## src/rtl/warp_scheduler.sv

```systemverilog
// warp_scheduler: splits a dispatched block into warps of NUM_THREADS lanes and
// time-multiplexes them round-robin through the shared core pipeline
// (FETCH/DECODE/REQUEST/WAIT/EXECUTE/UPDATE). Memory instructions park the warp
// in WAIT until every enabled lane's LSU is done; RET retires only the current warp.
module warp_scheduler #(
   parameter int NUM_THREADS = 4,
   parameter int MAX_WARPS   = 4,
   parameter int ID_W        = 8,
   parameter int WID_W       = $clog2(MAX_WARPS)
) (
   input  logic                        clk,
   input  logic                        reset,
   input  logic                        core_start,
   input  logic [ID_W-1:0]             core_block_id,
   input  logic [ID_W-1:0]             core_thread_count,
   input  logic [2*NUM_THREADS-1:0]    lsu_state_flat,
   input  logic                        decoded_mem,
   input  logic                        decoded_ret,
   output logic [2:0]                  core_state,
   output logic                        core_done,
   output logic [ID_W-1:0]             block_id,
   output logic [ID_W-1:0]             threads_per_block,
   output logic [WID_W-1:0]            warp_id,
   output logic [NUM_THREADS-1:0]      thread_enable,
   output logic [NUM_THREADS*ID_W-1:0] thread_id_flat
);

   typedef enum logic [2:0] {
      S_IDLE    = 3'b000,
      S_FETCH   = 3'b001,
      S_DECODE  = 3'b010,
      S_REQUEST = 3'b011,
      S_WAIT    = 3'b100,
      S_EXECUTE = 3'b101,
      S_UPDATE  = 3'b110
   } state_e;

   // Capacity and lane count widened by one bit so the clamp and the tail-lane
   // compare cannot wrap at the top of the ID_W range.
   localparam logic [ID_W:0] MAX_T = (ID_W+1)'(MAX_WARPS * NUM_THREADS);
   localparam logic [ID_W:0] NT_W  = (ID_W+1)'(NUM_THREADS);

   state_e                 state_q, state_d;
   logic                   done_q, done_d;
   logic [ID_W-1:0]        bid_q, bid_d;
   logic [ID_W-1:0]        tpb_q, tpb_d;
   logic [WID_W-1:0]       wid_q, wid_d;
   logic [MAX_WARPS-1:0]   mask_q, mask_d;

   logic [ID_W:0]          cnt_ext;
   logic [ID_W:0]          tpb_start;
   logic [MAX_WARPS-1:0]   start_mask;

   logic [ID_W:0]                      warp_base;
   logic [NUM_THREADS-1:0][ID_W:0]     lane_tid;
   logic [NUM_THREADS-1:0]             lane_done;
   logic                               wait_done;

   logic [MAX_WARPS-1:0]   mask_after;
   logic [WID_W-1:0]       rr_next;
   logic                   rr_found;
   int                     rr_idx;

   // Clamp the requested thread count and derive which warps the block occupies.
   // A warp is present when its first thread id falls below the clamped count,
   // which is the same as w < ceil(count / NUM_THREADS) without a divider.
   always_comb begin
      cnt_ext    = {1'b0, core_thread_count};
      tpb_start  = (cnt_ext > MAX_T) ? MAX_T : cnt_ext;
      start_mask = '0;
      for (int w = 0; w < MAX_WARPS; w++)
         start_mask[w] = (((ID_W+1)'(w)) * NT_W) < tpb_start;
   end

   assign warp_base = ((ID_W+1)'(wid_q)) * NT_W;

   // Per-lane thread ids, tail masking and LSU completion for the current warp.
   always_comb begin
      thread_id_flat = '0;
      thread_enable  = '0;
      lane_tid       = '0;
      lane_done      = '0;
      for (int l = 0; l < NUM_THREADS; l++) begin
         lane_tid[l]                        = warp_base + (ID_W+1)'(l);
         thread_id_flat[l*ID_W +: ID_W]     = lane_tid[l][ID_W-1:0];
         thread_enable[l]                   = (state_q != S_IDLE) && (lane_tid[l] < {1'b0, tpb_q});
         lane_done[l]                       = (lsu_state_flat[2*l +: 2] == 2'b11);
      end
   end

   // Disabled lanes never hold up WAIT; they may have no LSU activity at all.
   assign wait_done = &(lane_done | ~thread_enable);

   // Round-robin pick starting after the current warp; the current warp comes
   // last in the search so it is reselected only when it is the sole survivor.
   always_comb begin
      mask_after = mask_q;
      if (decoded_ret)
         mask_after[wid_q] = 1'b0;
      rr_next  = wid_q;
      rr_found = 1'b0;
      rr_idx   = 0;
      for (int k = 1; k <= MAX_WARPS; k++) begin
         rr_idx = int'(wid_q) + k;
         if (rr_idx >= MAX_WARPS)
            rr_idx = rr_idx - MAX_WARPS;
         if (!rr_found && mask_after[WID_W'(rr_idx)]) begin
            rr_found = 1'b1;
            rr_next  = WID_W'(rr_idx);
         end
      end
   end

   // Pipeline sequencing, block accept and warp retirement.
   always_comb begin
      state_d = state_q;
      done_d  = done_q;
      bid_d   = bid_q;
      tpb_d   = tpb_q;
      wid_d   = wid_q;
      mask_d  = mask_q;
      case (state_q)
         S_IDLE: begin
            if (core_start) begin
               bid_d  = core_block_id;
               tpb_d  = tpb_start[ID_W-1:0];
               mask_d = start_mask;
               wid_d  = '0;
               // An empty block completes on the spot without touching the pipeline.
               if (tpb_start == '0) begin
                  done_d = 1'b1;
               end else begin
                  done_d  = 1'b0;
                  state_d = S_FETCH;
               end
            end
         end
         S_FETCH:   state_d = S_DECODE;
         S_DECODE:  state_d = S_REQUEST;
         S_REQUEST: state_d = decoded_mem ? S_WAIT : S_EXECUTE;
         S_WAIT:    if (wait_done) state_d = S_EXECUTE;
         S_EXECUTE: state_d = S_UPDATE;
         S_UPDATE: begin
            mask_d = mask_after;
            wid_d  = rr_next;
            if (!rr_found) begin
               done_d  = 1'b1;
               state_d = S_IDLE;
            end else begin
               state_d = S_FETCH;
            end
         end
         default:   state_d = S_IDLE;
      endcase
   end

   // State registers; reset abandons any block in flight.
   always_ff @(posedge clk or posedge reset) begin
      if (reset) begin
         state_q <= S_IDLE;
         done_q  <= 1'b0;
         bid_q   <= '0;
         tpb_q   <= '0;
         wid_q   <= '0;
         mask_q  <= '0;
      end else begin
         state_q <= state_d;
         done_q  <= done_d;
         bid_q   <= bid_d;
         tpb_q   <= tpb_d;
         wid_q   <= wid_d;
         mask_q  <= mask_d;
      end
   end

   assign core_state        = state_q;
   assign core_done         = done_q;
   assign block_id          = bid_q;
   assign threads_per_block = tpb_q;
   assign warp_id           = wid_q;

endmodule

```

## config.mk

```make
export PLATFORM = sky130hd
export DESIGN_NAME = warp_scheduler
export DESIGN_NICKNAME = d
export VERILOG_FILES = /design/src/rtl/warp_scheduler.sv
export SDC_FILE = /design/constraint.sdc
export NUM_CORES = 1
export LEC_CHECK = 0
export CORE_ASPECT_RATIO = 0.5
export CORE_UTILIZATION = 40
export CTS_CLUSTER_DIAMETER = 40
export DETAILED_ROUTE_END_ITERATION = 6
export PLACE_DENSITY = 0.9
export SYNTH_ARGS = -nofsm -noshare
export SYNTH_HDL_FRONTEND = slang
export SYNTH_SLANG_ARGS = --single-unit
```

## constraint.sdc

```tcl
create_clock -name clk -period 2.5 [get_ports clk]
set_clock_uncertainty 0.15 [all_clocks]
set_input_delay 0.5 -clock clk [delete_from_list [all_inputs] [get_ports clk]]
set_output_delay 0.5 -clock clk [all_outputs]
set_load 0.05 [all_outputs]
```

==> metrics <==
Period minus WS final=2.51 ns; Rows=16; failing checks=setup timing; Switching Share=0.502; RSZ-0062 raised after global routing=true; crit-path max FO=3; register area share after synthesis=0.373; Hold EP=block_id[2]; Synth Area per Inst=9.22 µm²; clk_lat worst skew=0.27 ns; slowest CP cell=dfrtp_4; Num CTS Buffers=3; Gate power share=0.710; Leakage=1.09 nW; total core area=4040 µm²; Global Route Usage Sum=0.185; Fillers=323; R2R cell count=10; Max transition margin=0.648; Cell Area, Synth=1740 µm²; Net Switching=0.00190 W; Synth area leader=dfrtp_1; total wire length=4050 µm; Die H=48.7 µm; startpoint types=register; crit end category=output pin; post-synthesis cell count=189; Final period util=1.00; PwrDens=1510 nW/µm²; r2r startpoint=warp_id[0]; VDD IR-drop max=0.662 mV; top cells by area, synth=dfrtp_1 37%, buf_4 14%, mux2_2 5.8%; slew of the pin with the lowest slew margin=0.526 ns; CP required=1.85 ns; Top Ports=87; P_int=0.00188 W; cell family with most CP delay=flip-flops; Util after Layout=0.621; CP peak stage delay=0.51 ns; # H-tree levels=1; drt first-iter violations=47; Avg WL per Cell=13.2 µm; Final ANT Viol Nets=0; CTS tree=done; clock root cell=clkbuf_8; Starting Density=0.431; die area=4640 µm²; largest net degree at the start of global routing=30; Sequential Power Share=0.198; post-synth top area share=0.373; # port buffers=62; FMAX=0.399 GHz; vias in the first global route=1,346; Antenna diodes=0; final worst slack=-0.00765 ns; YS warnings=0; status=finished, violations left; drc violations=0; CP cell instances=ha_4 > nor2b_4 > o21a_1 > o21ai_2 > nor2b_4 > buf_12; r2r endpoint=warp_id[0]; CP Class=register to output pin; Final HPWL DP=2990 µm; drt pass-1 iters=5; hold_sp=block_id[2]; Final #Nets=291; hold crit path type=register to register; total congestion overflow=0; CP Buf/Inv Count=1; Area Growth Syn to Fin=44.1%; via count=1,504; initial antenna violation count=0; clock-pin slew on the worst setup and hold paths=0.09 ns; Seq cells post-synth=26; Hold Buf Count CTS=0; vias per std cell=4.88; Distinct cells, synth=40; GP Congestion=0.803; Bufs on Longest Clock Path=2; Die Width=95.4 µm; Max-Cap Viols=0; pre-CTS WS=0.0717 ns; Final Hold Viols=0; Final Setup Violations=2; Slew Limit Fails=0; Worst R2R Setup Slack=0.11 ns; first-pass GRT wire length=6580 µm; clock share of power=0.093; most used cell, CP=nor2b_4; Sink Count=26; proportion of layout cells with a drive suffix above 1=0.197; WHS Path Cells=1; Min Hold Slack=0.362 ns; Fin Setup TNS=-0.0112 ns; Worst Path Arrival=1.86 ns; Tot Pwr=0.00378 W; CP startpoint=warp_id[0]
-- area by class of cell --
type | count | area [µm²] | share of cell area
Clock inverter | 1 | 30.0 | 0.0120
Multi-Input combinational cell | 142 | 936 | 0.373
Timing Repair Buffer | 75 | 749 | 0.298
Tap cell | 54 | 67.6 | 0.0269
Inverter | 7 | 30.0 | 0.0120
Sequential cell | 26 | 657 | 0.262
Clock buffer | 3 | 41.3 | 0.0164
-- routing by layer --
layer / global-route usage / routed length [µm]
met5: 0 / 0
met4: 0.0480 / 42
met3: 0.0299 / 278
met2: 0.304 / 1960
met1: 0.254 / 1780
-- metrics by stage --
stage               instances  instance area, µm²
finish                    308                2510
CTS                       305                2480
detailed placement        296                2340
global route              308                2510
floorplan                 211                1850
global placement          296                2340
-- synth_stat cells, drive strengths merged --
library cell	count
clkbuf	2
a32oi	1
and2	4
a32o	1
o32ai	1
nor3	2
o21a	2
a2bb2oi	1
or4	1
a21boi	2
nor2b	5
or3b	1
nor2	9
nand2b	1
a22o	1
a221o	1
or2	1
dfrtp	26
o21ba	1
buf	34
a21oi	10
o21ai	16
mux2	10
conb	2
inv	7
a211oi	2
nand3	5
o211ai	1
nor4	3
mux2i	6
nand2	21
a31o	1
ha	7
nand4	1
-- how the worst max path moves through the flow --
stage                                   to  slack (ns)  depth (start not counted)
after floorplan           thread_enable[2]       0.002                          6
after global placement          warp_id[0]        0.13                          6
after detailed placement        warp_id[0]        0.07                          6
after CTS                 thread_enable[0]       -0.02                          7
after global routing      thread_enable[0]       -0.06                          7
final                     thread_enable[1]      -0.008                          6
-- flip-flops by register name, summed over array words and instances, names as in the netlist --
name	count
core_state	3
core_done	1
block_id	8
threads_per_block	8
mask_q	4
warp_id	2
-- worst reg2reg max path: stages, from the launching register on --
cell and delay (ns):
dfrtp_4 0.51, buf_6 0.17, clkinvlp_4 0.10, buf_4 0.11, buf_4 0.10, ha_1 0.16
nand2_1 0.06, a32oi_1 0.31, mux2i_1 0.15, a221o_1 0.32, mux2i_1 0.12
-- repair_timing --
action,in CTS,in global routing
pin swaps,3,3
resized for setup,7,2
buffers inserted,5,3
setup endpoints to repair,4,5
gates cloned,0,0
-- cell usage in the layout, fill, tap and decap left out, drive strengths merged, types with 5 or more instances in the layout --
cell type	Yosys	routed
a21oi	10	10
buf	34	17
clkdlybuf4s50	0	58
conb	2	24
dfrtp	26	26
ha	7	7
inv	7	6
mux2	10	10
mux2i	6	6
nand2	21	21
nand3	5	5
nor2	9	9
nor2b	5	5
o21ai	16	16
-- power groups by stage --
stage | clock, W | sequential [W] | combinational [W]
floorplan | 0 | 0.00118 | 0.00136
global placement | 0 | 0.000742 | 0.00248
detailed placement | 0 | 0.000751 | 0.00251
CTS | 0.000362 | 0.000745 | 0.00262
global route | 0.000378 | 0.000775 | 0.00281
finish | 0.000350 | 0.000747 | 0.00268
-- cell families after synthesis --
family | Yosys count | share of synthesized area
buf+inv | 43 | 0.167
flops | 26 | 0.373
fa+ha+maj | 7 | 0.0502
simple gates | 54 | 0.154
other cells | 2 | 0.00431
compound gates | 41 | 0.149
mux | 16 | 0.101
Note: power is estimated with default switching activity, not from simulation.
